<file path="src/rtl/ray_pixel_scanner.sv">
// Raster-order ray issuer and result collector for the ray-trace core.
// Issues one Pixel_s per cycle, tags it through a latency-matched delay line, and buffers results.

package ray_pixel_pkg;
    localparam int PIXEL_W = 12;

    typedef struct packed {
        logic signed [PIXEL_W-1:0] x;
        logic signed [PIXEL_W-1:0] y;
        logic signed [PIXEL_W-1:0] z;
    } Pixel_s;
endpackage

module ray_pixel_scanner
    import ray_pixel_pkg::*;
#(
    parameter int H_RES        = 640,
    parameter int V_RES        = 480,
    parameter int FOCAL_Z      = 31,
    parameter int CORE_LATENCY = 5,
    parameter int FIFO_DEPTH   = 8
) (
    input  logic       clk,
    input  logic       rst,
    input  logic       start,
    output logic       busy,
    output logic       frame_done,
    output Pixel_s     pixel_o,
    input  logic       less_than_zero_i,
    output logic       out_valid,
    input  logic       out_ready,
    output logic [9:0] out_col,
    output logic [8:0] out_row,
    output logic       out_hit
);
    localparam int PTR_W = (FIFO_DEPTH > 1) ? $clog2(FIFO_DEPTH) : 1;
    localparam int CNT_W = $clog2(FIFO_DEPTH + 1);

    typedef enum logic [1:0] {
        IDLE,
        SCAN,
        DRAIN
    } state_t;

    typedef struct packed {
        logic       valid;
        logic [9:0] col;
        logic [8:0] row;
    } tag_t;

    typedef struct packed {
        logic [9:0] col;
        logic [8:0] row;
        logic       hit;
    } result_t;

    state_t           state_reg, state_next;
    logic [9:0]       col_reg, col_next;
    logic [8:0]       row_reg, row_next;
    Pixel_s           pixel_reg, pixel_next;
    logic [CNT_W-1:0] credits_reg, credits_next;

    logic issue;
    logic last_pixel;
    logic push;
    logic pop;
    logic line_empty;
    logic fifo_empty;

    // ------------------------------------------------------------------
    // Scan control
    // ------------------------------------------------------------------
    assign issue      = (state_reg == SCAN) && (credits_reg != '0);
    assign last_pixel = (col_reg == 10'(H_RES - 1)) && (row_reg == 9'(V_RES - 1));
    assign busy       = (state_reg != IDLE);

    always_comb begin
        state_next = state_reg;
        frame_done = 1'b0;
        case (state_reg)
            IDLE: begin
                if (start) begin
                    state_next = SCAN;
                end
            end
            SCAN: begin
                if (issue && last_pixel) begin
                    state_next = DRAIN;
                end
            end
            DRAIN: begin
                // No tags in flight and nothing buffered: every result has been accepted.
                if (line_empty && fifo_empty) begin
                    frame_done = 1'b1;
                    state_next = IDLE;
                end
            end
            default: state_next = IDLE;
        endcase
    end

    always_comb begin
        col_next   = col_reg;
        row_next   = row_reg;
        pixel_next = pixel_reg;
        if (state_reg == IDLE && start) begin
            col_next = '0;
            row_next = '0;
        end else if (issue) begin
            pixel_next.x = PIXEL_W'(col_reg) - PIXEL_W'(H_RES / 2);
            pixel_next.y = PIXEL_W'(V_RES / 2) - PIXEL_W'(row_reg);
            pixel_next.z = PIXEL_W'(FOCAL_Z);
            if (col_reg == 10'(H_RES - 1)) begin
                col_next = '0;
                row_next = (row_reg == 9'(V_RES - 1)) ? '0 : row_reg + 1'b1;
            end else begin
                col_next = col_reg + 1'b1;
            end
        end
    end

    // Each credit reserves one FIFO slot from issue until the result is popped.
    always_comb begin
        credits_next = credits_reg;
        case ({issue, pop})
            2'b10:   credits_next = credits_reg - 1'b1;
            2'b01:   credits_next = credits_reg + 1'b1;
            default: credits_next = credits_reg;
        endcase
    end

    always_ff @(posedge clk) begin
        if (rst) begin
            state_reg   <= IDLE;
            col_reg     <= '0;
            row_reg     <= '0;
            pixel_reg   <= '0;
            credits_reg <= CNT_W'(FIFO_DEPTH);
        end else begin
            state_reg   <= state_next;
            col_reg     <= col_next;
            row_reg     <= row_next;
            pixel_reg   <= pixel_next;
            credits_reg <= credits_next;
        end
    end

    assign pixel_o = pixel_reg;

    // ------------------------------------------------------------------
    // Tag delay line: stage 0 loads alongside pixel_reg, so the tag leaves
    // the last stage exactly CORE_LATENCY edges after the pixel changed.
    // ------------------------------------------------------------------
    tag_t [CORE_LATENCY:0]   tag_chain;
    logic [CORE_LATENCY-1:0] tag_valid;

    assign tag_chain[0] = {issue, col_reg, row_reg};

    genvar gi;
    generate
        for (gi = 0; gi < CORE_LATENCY; gi++) begin : g_stage
            tag_t stage_reg;

            always_ff @(posedge clk) begin
                if (rst) begin
                    stage_reg <= '0;
                end else begin
                    stage_reg <= tag_chain[gi];
                end
            end

            assign tag_chain[gi+1] = stage_reg;
            assign tag_valid[gi]   = stage_reg.valid;
        end
    endgenerate

    assign line_empty = ~|tag_valid;
    assign push       = tag_chain[CORE_LATENCY].valid;

    // ------------------------------------------------------------------
    // Result FIFO (first-word-fall-through)
    // ------------------------------------------------------------------
    result_t          fifo_mem [FIFO_DEPTH];
    logic [PTR_W-1:0] wr_ptr_reg, rd_ptr_reg;
    logic [CNT_W-1:0] count_reg, count_next;
    result_t          head;

    function automatic logic [PTR_W-1:0] ptr_inc(input logic [PTR_W-1:0] p);
        return (p == PTR_W'(FIFO_DEPTH - 1)) ? '0 : p + 1'b1;
    endfunction

    assign fifo_empty = (count_reg == '0);
    assign out_valid  = !fifo_empty;
    assign pop        = out_valid && out_ready;

    always_comb begin
        count_next = count_reg;
        case ({push, pop})
            2'b10:   count_next = count_reg + 1'b1;
            2'b01:   count_next = count_reg - 1'b1;
            default: count_next = count_reg;
        endcase
    end

    always_ff @(posedge clk) begin
        if (push) begin
            fifo_mem[wr_ptr_reg] <= {tag_chain[CORE_LATENCY].col, tag_chain[CORE_LATENCY].row,
                                     !less_than_zero_i};
        end
    end

    always_ff @(posedge clk) begin
        if (rst) begin
            wr_ptr_reg <= '0;
            rd_ptr_reg <= '0;
            count_reg  <= '0;
        end else begin
            if (push) begin
                wr_ptr_reg <= ptr_inc(wr_ptr_reg);
            end
            if (pop) begin
                rd_ptr_reg <= ptr_inc(rd_ptr_reg);
            end
            count_reg <= count_next;
        end
    end

    // Outputs read as zero while the FIFO is empty so stale entries never leak out.
    assign head    = fifo_mem[rd_ptr_reg];
    assign out_col = out_valid ? head.col : '0;
    assign out_row = out_valid ? head.row : '0;
    assign out_hit = out_valid ? head.hit : 1'b0;

    push_never_full : assert property (@(posedge clk) disable iff (rst)
        push |-> (count_reg != CNT_W'(FIFO_DEPTH)));

endmodule

</file>
<file path="config.mk">
export PLATFORM = sky130hd
export DESIGN_NAME = ray_pixel_scanner
export DESIGN_NICKNAME = d
export VERILOG_FILES = /design/src/rtl/ray_pixel_scanner.sv
export SDC_FILE = /design/constraint.sdc
export NUM_CORES = 1
export LEC_CHECK = 0
export ABC_AREA = 1
export CORE_ASPECT_RATIO = 0.8
export CORE_MARGIN = 2
export CORE_UTILIZATION = 40
export CTS_BUF_LIST = sky130_fd_sc_hd__clkbuf_2
export DETAILED_ROUTE_END_ITERATION = 6
export PLACE_DENSITY = 0.66
export REMOVE_ABC_BUFFERS = 1
export SETUP_SLACK_MARGIN = 0.1
export SLEW_MARGIN = 40
export SYNTH_ARGS = -nofsm -noshare
export SYNTH_HDL_FRONTEND = slang
export SYNTH_SLANG_ARGS = --single-unit
export TNS_END_PERCENT = 5
</file>
<file path="constraint.sdc">
create_clock -name clk -period 2.3 [get_ports clk]
set_input_delay 0.23 -clock clk [delete_from_list [all_inputs] [get_ports clk]]
set_output_delay 0.23 -clock clk [all_outputs]
set_load 0.01 [all_outputs]
</file>
## After elaboration in Yosys (flattened, before gate mapping)

Memories as Yosys holds them, arrays and structs flattened. A register that Yosys moved wholly into a read port is not among the register bits.
Index checks and enable logic that the tools add are counted.

- Memories kept: 1
- Word-level logic and storage cells: 89
- Input bits: 5
- RAM bits: 160
- Flip-flop bits (word level): 160

Memories:

| memory | words | bits a word | read ports | clocked after Yosys merged registers in | wr ports | RTL line | text |
|---|---|---|---|---|---|---|---|
| fifo_mem | 8 | 20 | 1 | 1 | 1 | 183 | `result_t fifo_mem [FIFO_DEPTH];` |

- Bitwise logic cells: 1
- Eq/ne operators: 13
- Multiplexer cells: 19
- Reductions and logical operators: 20
- $add $sub $neg: 10

Operators with widths:

| cell | number |
|---|---|
| $mux W10 | 2 |
| $mux W9 | 2 |
| $pmux W4 S2 | 2 |
| $mux W3 | 4 |
| $sub A10 B9 Y11 const B | 1 |
| $add A10 B1 Y10 const B | 1 |
| $eq A10 B10 Y1 const B | 1 |
| $sub A8 B9 Y10 const A | 1 |
| $add A9 B1 Y9 const B | 1 |
| $eq A9 B9 Y1 const B | 1 |
| $add A4 B1 Y4 const B | 2 |
| $sub A4 B1 Y4 const B | 2 |
| $add A3 B1 Y3 const B | 2 |
| $eq A2 B1 Y1 const B | 3 |
| $eq A2 B2 Y1 const B | 3 |
| $eq A3 B3 Y1 const B | 2 |
| $logic_and A1 B1 Y1 | 6 |
| $mux W2 | 3 |
| $pmux W2 S3 | 1 |
| $reduce_bool A2 Y1 | 3 |
| $mux W1 | 5 |
| $reduce_or A5 Y1 | 1 |
| $logic_not A4 Y1 | 1 |
| $ne A2 B2 Y1 const B | 2 |
| 8 further kinds | 11 |

## Depth between registers and ports, before layout

Gate-level depths: netlist of the first run.

- Word-level depth: 5
- Mapped depth: 14
- Mapped depth without buffers: 14

## Worst setup path after synthesis of the first run

No wires, ideal clock.

- Kind: reg2reg
- From: register g_stage[4].stage_reg (netlist bit push)
- To: memory fifo_mem[0][0] in the netlist's numbering, enable pin
- Stages on the path, launching flop included: 4
- Data arrival time: 1704 ps
- Path slack: 199 ps
- Setup time: 397 ps
- Path through: dfxtp_1 -> clkinv_1 -> or2_2 -> nor2_1

- Word-level cells in the longest chain between the ends: 2

Ends and longest elaborated chain:

| element | RTL line | text |
|---|---|---|
| from (decl) | 162 | `tag_t stage_reg;` |
| from (signal assigned) | 168 | `stage_reg <= tag_chain[gi];` |
| $mux W1 | 206 | `if (push) begin` |
| $mux W1 (not written as such) | 207 | `fifo_mem[wr_ptr_reg] <= {tag_chain[CORE_LATENCY].col, tag_chain[CORE_LATENCY].row,` |
| to (decl) | 183 |  |

Every way passes these cells.

==> summary.log, run 1 <==
[status] result of the run complete, but fails checks
[status] violations in the final reports negative setup slack
[synth] number of synthesized flops with an enable pin 160
[job] max-cap violation count 0
[hold_path] Hold Path Origin less_than_zero_i
[synth] flop and latch count out of synthesis 320
[timing] maximum clock rate 394 MHz
[finish] flip-flop count of the largest register after layout 160
[synth] most numerous cell in the Yosys netlist sky130_fd_sc_hd__nor2_1
[clock_tree] clock latency on the worst-skew pair 860 ps
[placement] PortBufs 56
[floorplanning] Initial Utilization 0.409
[critical_path] type of element launching the critical path register
[global_routing] global router's overall resource usage 0.168
[timing] RSZ-0062 raised after global routing true
[hold_path] Hold Crit Depth 2
[global_routing] initial antenna violation count 1
[timing] least setup slack across all paths after layout -235 ps
[floorplanning] num ports 64
[floorplanning] Die Y 159 um
[detailed_routing] number of DRC violations after detailed-routing iteration 0 530
[synth] number of warnings reported in the yosys synthesis log 0
[clock_tree] number of levels the H-tree was split into 3
[timing] worst hold-check slack 105 ps
[clock_tree] clock slew seen by the registers of the worst setup and hold paths 110 ps
[pwr] static leakage 5.44 nW
[pwr] areal power density over the cells 1020 nW/um^2
[global_routing] overflow left after global routing 0
[timing] number of setup violations in the final report 21
[placement] HPWL Detailed 14200 um
[hold_path] class of the most critical hold timing path in2reg
[global_routing] maximum number of pins on one net before global-route repair 97
[synth] Synth Cell Area 12100 um^2
[synth] predominant post-synthesis flop cell sky130_fd_sc_hd__edfxtp_1
[pwr] peak supply drop 497 uV
[critical_path] CP arrival 2310 ps
[detailed_routing] Detailed Routing Iterations Pass 1 5
[synth] share of synthesized area occupied by flip-flops and latches 0.664
[detailed_routing] wire per inst 14.8 um
[synth] most frequent cells after synthesis 281 x sky130_fd_sc_hd__nor2_1, 160 x sky130_fd_sc_hd__dfxtp_1, 160 x sky130_fd_sc_hd__edfxtp_1
[synth] most area-consuming cells after synthesis sky130_fd_sc_hd__edfxtp_1 40%, sky130_fd_sc_hd__dfxtp_1 27%, sky130_fd_sc_hd__nor2_1 8.7%
[detailed_routing] aggregate routed wire length 26000 um
[global_routing] first-pass GRT wire length 41800 um
[finish] post-route design area 14300 um^2
[timing] hold violation count in the final report 0
[timing] Final Cycle Share 1.10
[clock_tree] TritonCTS Buffers 76
[critical_path] worst reg2reg path startpoint count_reg[2]
[detailed_routing] routed via count 8171
[critical_path] Critical Path Fanout Max 5
[timing] number of pins with negative max-slew slack in the final report 0
[clock_tree] clk sinks 320
[floorplanning] die area 31600 um^2
[finish] net count of the finished layout 1314
[floorplanning] Die Wd 198 um
[placement] area post-placement 13100 um^2
[detailed_routing] remaining antenna violation count 0
[critical_path] data required time of the worst path 2070 ps
[clock_tree] root buffer selected by CTS sky130_fd_sc_hd__clkbuf_2
[critical_path] critical path start-end classification reg2out
[floorplanning] placement row count 56
[synth] fraction of synthesis flops using an asynchronous set or reset pin 0
[critical_path] worst reg-to-reg path cell count 15
[synth] Distinct cells, synth 38
[floorplanning] Floorplan Core Area 29500 um^2
[clock_tree] maximum buffer depth of the clock tree 3
[finish] growth of design area from synthesis to finish 18.6%
[critical_path] slack of the worst reg-to-reg path 150 ps
[synth] Avg Synthesized Cell Area 10.4 um^2
[finish] fraction of layout cells with a size suffix above 1 0.200
[hold_path] Hold Crit Endpoint fifo_mem[7][0]
[critical_path] Worst R2R End count_reg[2]
[synth] number of instances in the synthesized netlist 1164
[finish] Post-Route Utilization 0.485
[global_routing] vias in the first global route 8021
[timing] minimum period implied by the final worst setup slack 2540 ps
[critical_path] crit end category output port
[synth] area share of the largest cell type after synthesis 0.398
[detailed_routing] average vias per placed instance 4.65
[clock_tree] CTS tree built
[timing] worst clock skew 77.7 ps
[synth] cell type with the largest total area after synthesis sky130_fd_sc_hd__edfxtp_1
[detailed_routing] remaining routing DRC violations 0
[placement] routability cong. 0.794
==> cell families after synthesis <==
kind of cell               synth area share
muxes                                0.0166
adders and majority gates            0.0182
buffers and inverters                0.0723
AOI/OAI and AO/OA                    0.0847
DFF                                   0.664
xor gates and xnor gates             0.0116
other                              0.000311
and+or+nand+nor                       0.133
==> worst max-delay path: stages (launching register included) <==
cell and delay [ps]:
sky130_fd_sc_hd__dfxtp_4 440, sky130_fd_sc_hd__buf_8 150, sky130_fd_sc_hd__buf_16 110, sky130_fd_sc_hd__buf_4 110, sky130_fd_sc_hd__mux2i_2 220, sky130_fd_sc_hd__o22ai_1 120, sky130_fd_sc_hd__nor2_1 130, sky130_fd_sc_hd__nor2_1 60
sky130_fd_sc_hd__buf_2 130
==> layout by cell type (no fill, tap or decap), types with 30 or more instances in the layout <==
| cell type | Yosys | routed |
|---|---|---|
| sky130_fd_sc_hd__nor2_1 | 281 | 261 |
| sky130_fd_sc_hd__clkdlybuf4s50_1 | 0 | 33 |
| sky130_fd_sc_hd__a21oi_1 | 31 | 30 |
| sky130_fd_sc_hd__dfxtp_1 | 160 | 152 |
| sky130_fd_sc_hd__o21ai_1 | 19 | 55 |
| sky130_fd_sc_hd__inv_1 | 138 | 131 |
| sky130_fd_sc_hd__o21ai_0 | 114 | 75 |
| sky130_fd_sc_hd__clkbuf_2 | 0 | 117 |
| sky130_fd_sc_hd__edfxtp_1 | 160 | 160 |
| sky130_fd_sc_hd__nand2_1 | 57 | 57 |
==> layout make-up <==
type	count	area [um^2]
clock buffers	117	586
multi-input cells	642	3340
repair buffers	108	1150
well taps	406	508
inverters	144	553
clock inverters	21	154
flip-flops and latches	320	8020
diodes	1	2.50
fillers	2734	15200
==> metal layers <==
metal / wire [um] / GRT usage / up-vias
met5: 0 / 0 / -
met4: 504 / 0.0591 / 0
met3: 1630 / 0.0369 / 41
met2: 11600 / 0.256 / 273
met1: 12300 / 0.236 / 3745
li1: - / - / 4112
==> where the power goes <==
group	switching [W]	internal (W)	total (W)
Clock	0.00218	0.00158	0.00377
Sequential	0.000140	0.00609	0.00623
Combinational	0.00251	0.00209	0.00460
==> what timing repair did <==
item,in CTS,in global routing
setup buffers,12,5
endpoints found under the hold margin,31,0
resized for setup,160,38
gates cloned,8,0
endpoints found under the setup margin,23,29
hold buffers,2,0
pin swaps,25,24
==> worst max-delay path by stage <==
stage               from              to  cells past startpoint
2_1_floorplan   register      out_col[2]                      5
3_3_place_gp   out_ready  credits_reg[3]                     11
3_5_place_dp   out_ready  credits_reg[3]                     11
4_1_cts         register      out_col[1]                      9
5_1_grt         register      out_col[9]                      8
6_report        register      out_col[9]                      8
==> stage by stage <==
stage / setup WS [ps] / total power, W / setup TNS (ps) / instances
6_report: -235 / 0.0146 / -2580 / 1759
4_1_cts: -229 / 0.0145 / -3780 / 1754
2_1_floorplan: -1050 / 0.00829 / -20780 / 1106
3_5_place_dp: 111 / 0.0100 / 0 / 1594
5_1_grt: -347 / 0.0155 / -5980 / 1759
3_3_place_gp: 168 / 0.00997 / 0 / 1594
Power figures use the tool's default switching activity.
==> run 2, diff against run 1 <==
--- a/config.mk
+++ b/config.mk
@@ -14,7 +14,7 @@
 export PLACE_DENSITY = 0.66
 export REMOVE_ABC_BUFFERS = 1
 export SETUP_SLACK_MARGIN = 0.1
-export SLEW_MARGIN = 40
+export SLEW_MARGIN = 20
 export SYNTH_ARGS = -nofsm -noshare
 export SYNTH_HDL_FRONTEND = slang
 export SYNTH_SLANG_ARGS = --single-unit
==> constraint.sdc (replaced) <==
create_clock -name clk -period 2.7 [get_ports clk]
set_input_delay 0.27 -clock clk [delete_from_list [all_inputs] [get_ports clk]]
set_output_delay 0.27 -clock clk [all_outputs]
set_load 0.01 [all_outputs]
==> summary.log, run 2 (synthesized netlist as in run 1, its figures left out) <==
[status] result of the run complete, but fails checks
[status] violations in the final reports design-rule violations
[floorplanning] Die Y 159 um
[timing] RSZ-0062 raised after global routing true
[clock_tree] number of levels the H-tree was split into 3
[detailed_routing] routed via count 8161
[finish] post-route design area 14000 um^2
[pwr] areal power density over the cells 843 nW/um^2
[job] max-cap violation count 0
[hold_path] class of the most critical hold timing path in2reg
[timing] hold violation count in the final report 0
[timing] minimum period implied by the final worst setup slack 2530 ps
[clock_tree] TritonCTS Buffers 75
[placement] PortBufs 56
[timing] Final Cycle Share 0.937
[clock_tree] maximum buffer depth of the clock tree 3
[detailed_routing] number of DRC violations after detailed-routing iteration 0 582
[clock_tree] root buffer selected by CTS sky130_fd_sc_hd__clkbuf_2
[finish] leading cell type in the layout, fill and taps excluded sky130_fd_sc_hd__nor2_1
[floorplanning] num ports 64
[global_routing] global router's overall resource usage 0.159
[critical_path] Buf/Inv on CP 3
[floorplanning] Floorplan Core Area 29500 um^2
[detailed_routing] remaining routing DRC violations 1
[global_routing] initial antenna violation count 1
[pwr] peak supply drop 327 uV
[finish] net count of the finished layout 1297
[detailed_routing] aggregate routed wire length 25100 um
[placement] Post-Place Setup Slack 376 ps
[timing] least setup slack across all paths after layout 170 ps
[finish] commonest cells after routing, fill and taps aside 267 x sky130_fd_sc_hd__nor2_1, 160 x sky130_fd_sc_hd__edfxtp_1, 156 x sky130_fd_sc_hd__dfxtp_1
[clock_tree] clock slew seen by the registers of the worst setup and hold paths 100 ps
[critical_path] cell depth of the worst setup path 7
[critical_path] critical path cell sequence inv_4, bufbuf_16, nor2_1, o21ai_0, o21ai_1, nor2_1, clkdlybuf4s15_1
[critical_path] type of element launching the critical path register
[floorplanning] Die Wd 198 um
[timing] Slew HR 0.662
[hold_path] Hold Crit Depth 3
[critical_path] cell family with most CP delay buffers and inverters
[clock_tree] clk sinks 320
[timing] maximum clock rate 395 MHz
[detailed_routing] remaining antenna violation count 0
[critical_path] most numerous cell on the critical path sky130_fd_sc_hd__nor2_1
[finish] fraction of layout cells with a size suffix above 1 0.167
[timing] slew of the pin with the lowest slew margin 507 ps
[timing] number of setup violations in the final report 0
[clock_tree] clock latency on the worst-skew pair 820 ps
[critical_path] Critical Path Fanout Max 22
[critical_path] critical path start-end classification reg2out
[floorplanning] Initial Utilization 0.409
[detailed_routing] wire per inst 14.5 um
[critical_path] master of the slowest instance on the critical path sky130_fd_sc_hd__dfxtp_4
[global_routing] first-pass GRT wire length 39700 um
[floorplanning] die area 31600 um^2
[critical_path] data required time of the worst path 2430 ps
[finish] Post-Route Utilization 0.473
[finish] growth of design area from synthesis to finish 15.7%
[floorplanning] placement row count 56
[placement] routability cong. 0.772
[timing] worst clock skew 55.0 ps
[critical_path] Worst path max stage delay 400 ps
[finish] flip-flop count of the largest register after layout 160
[placement] area post-placement 13100 um^2
[global_routing] overflow left after global routing 0
[detailed_routing] average vias per placed instance 4.71
[detailed_routing] Detailed Routing Iterations Pass 1 7
[critical_path] CP arrival 2260 ps
[timing] number of pins with negative max-slew slack in the final report 0
[global_routing] maximum number of pins on one net before global-route repair 117
[global_routing] vias in the first global route 7874
[pwr] static leakage 5.33 nW
[clock_tree] CTS tree built
[critical_path] worst reg-to-reg path cell count 13
[placement] HPWL Detailed 14200 um
[critical_path] crit end category output port
## run 2: changes by cell type in the layout (fill, tap and decap cells not counted), moves of 5 or more
| cell | delta |
|---|---|
| sky130_fd_sc_hd__buf_16 | -8 |
| sky130_fd_sc_hd__o21ai_0 | +13 |
| sky130_fd_sc_hd__clkinv_1 | -7 |
| sky130_fd_sc_hd__buf_4 | -6 |
| sky130_fd_sc_hd__o21ai_1 | -10 |
| sky130_fd_sc_hd__dfxtp_2 | -5 |
| sky130_fd_sc_hd__inv_1 | +6 |
| sky130_fd_sc_hd__nor2_1 | +6 |
| sky130_fd_sc_hd__buf_2 | -11 |
## run 2: stage by stage
step / total power, W / std cells / TNS, ps / hold slack, ps
detailed placement: 0.00844 / 1591 / 0 / 394
finish: 0.0118 / 1731 / 0 / 133
global placement: 0.00838 / 1591 / 0 / 390
CTS: 0.0119 / 1728 / 0 / 10.2
floorplan: 0.00706 / 1106 / -13440 / 332
global route: 0.0125 / 1731 / -7.48 / 45.6
## run 2: cell type report
type | instances | area (um^2)
clock buffers | 113 | 566
diodes | 1 | 2.50
clock inverters | 13 | 136
flip-flops and latches | 320 | 8020
multi-input cells | 642 | 3250
inverters | 144 | 546
fillers | 2716 | 15500
repair buffers | 92 | 931
well taps | 406 | 508
## run 2: path summary, 6_finish.rpt
path,from,to,slack (ps)
setup / recovery,register,out_col[8],170
hold / removal,start,state_reg[0],130
setup reg to reg,count_reg[2],credits_reg[3],450
hold reg to reg,g_stage[2].stage_reg[3],g_stage[3].stage_reg[3],380
## run 2: repair_timing
item | 4_1_cts | 5_1_grt
setup endpoints to repair | 22 | 22
resized for setup | 96 | 40
gates cloned | 2 | 1
pin swaps | 11 | 9
hold endpoints to repair | 127 | 0
hold buffers | 1 | 0
setup buffers | 8 | 1
## run 2: power breakdown
part,total (W),internal [W],switching (W)
Combinational,0.00328,0.00139,0.00189
Sequential,0.00531,0.00519,0.000123
Clock,0.00318,0.00138,0.00179
## run 2: worst min-delay path, cell delays in order
cell	delay, ps
sky130_fd_sc_hd__clkdlybuf4s50_1	410
sky130_fd_sc_hd__nand2_1	130
sky130_fd_sc_hd__a21oi_1	80
## run 2: metal layers
metal  share of wire  wire [um]  track usage  vias to the layer above
met2            0.46      11600        0.253                      231
met5               0          0            0                        -
met4           0.015        377       0.0547                        0
met1            0.47      11700        0.210                     3847
met3           0.057       1430       0.0424                       30
li1                -          -            -                     4053
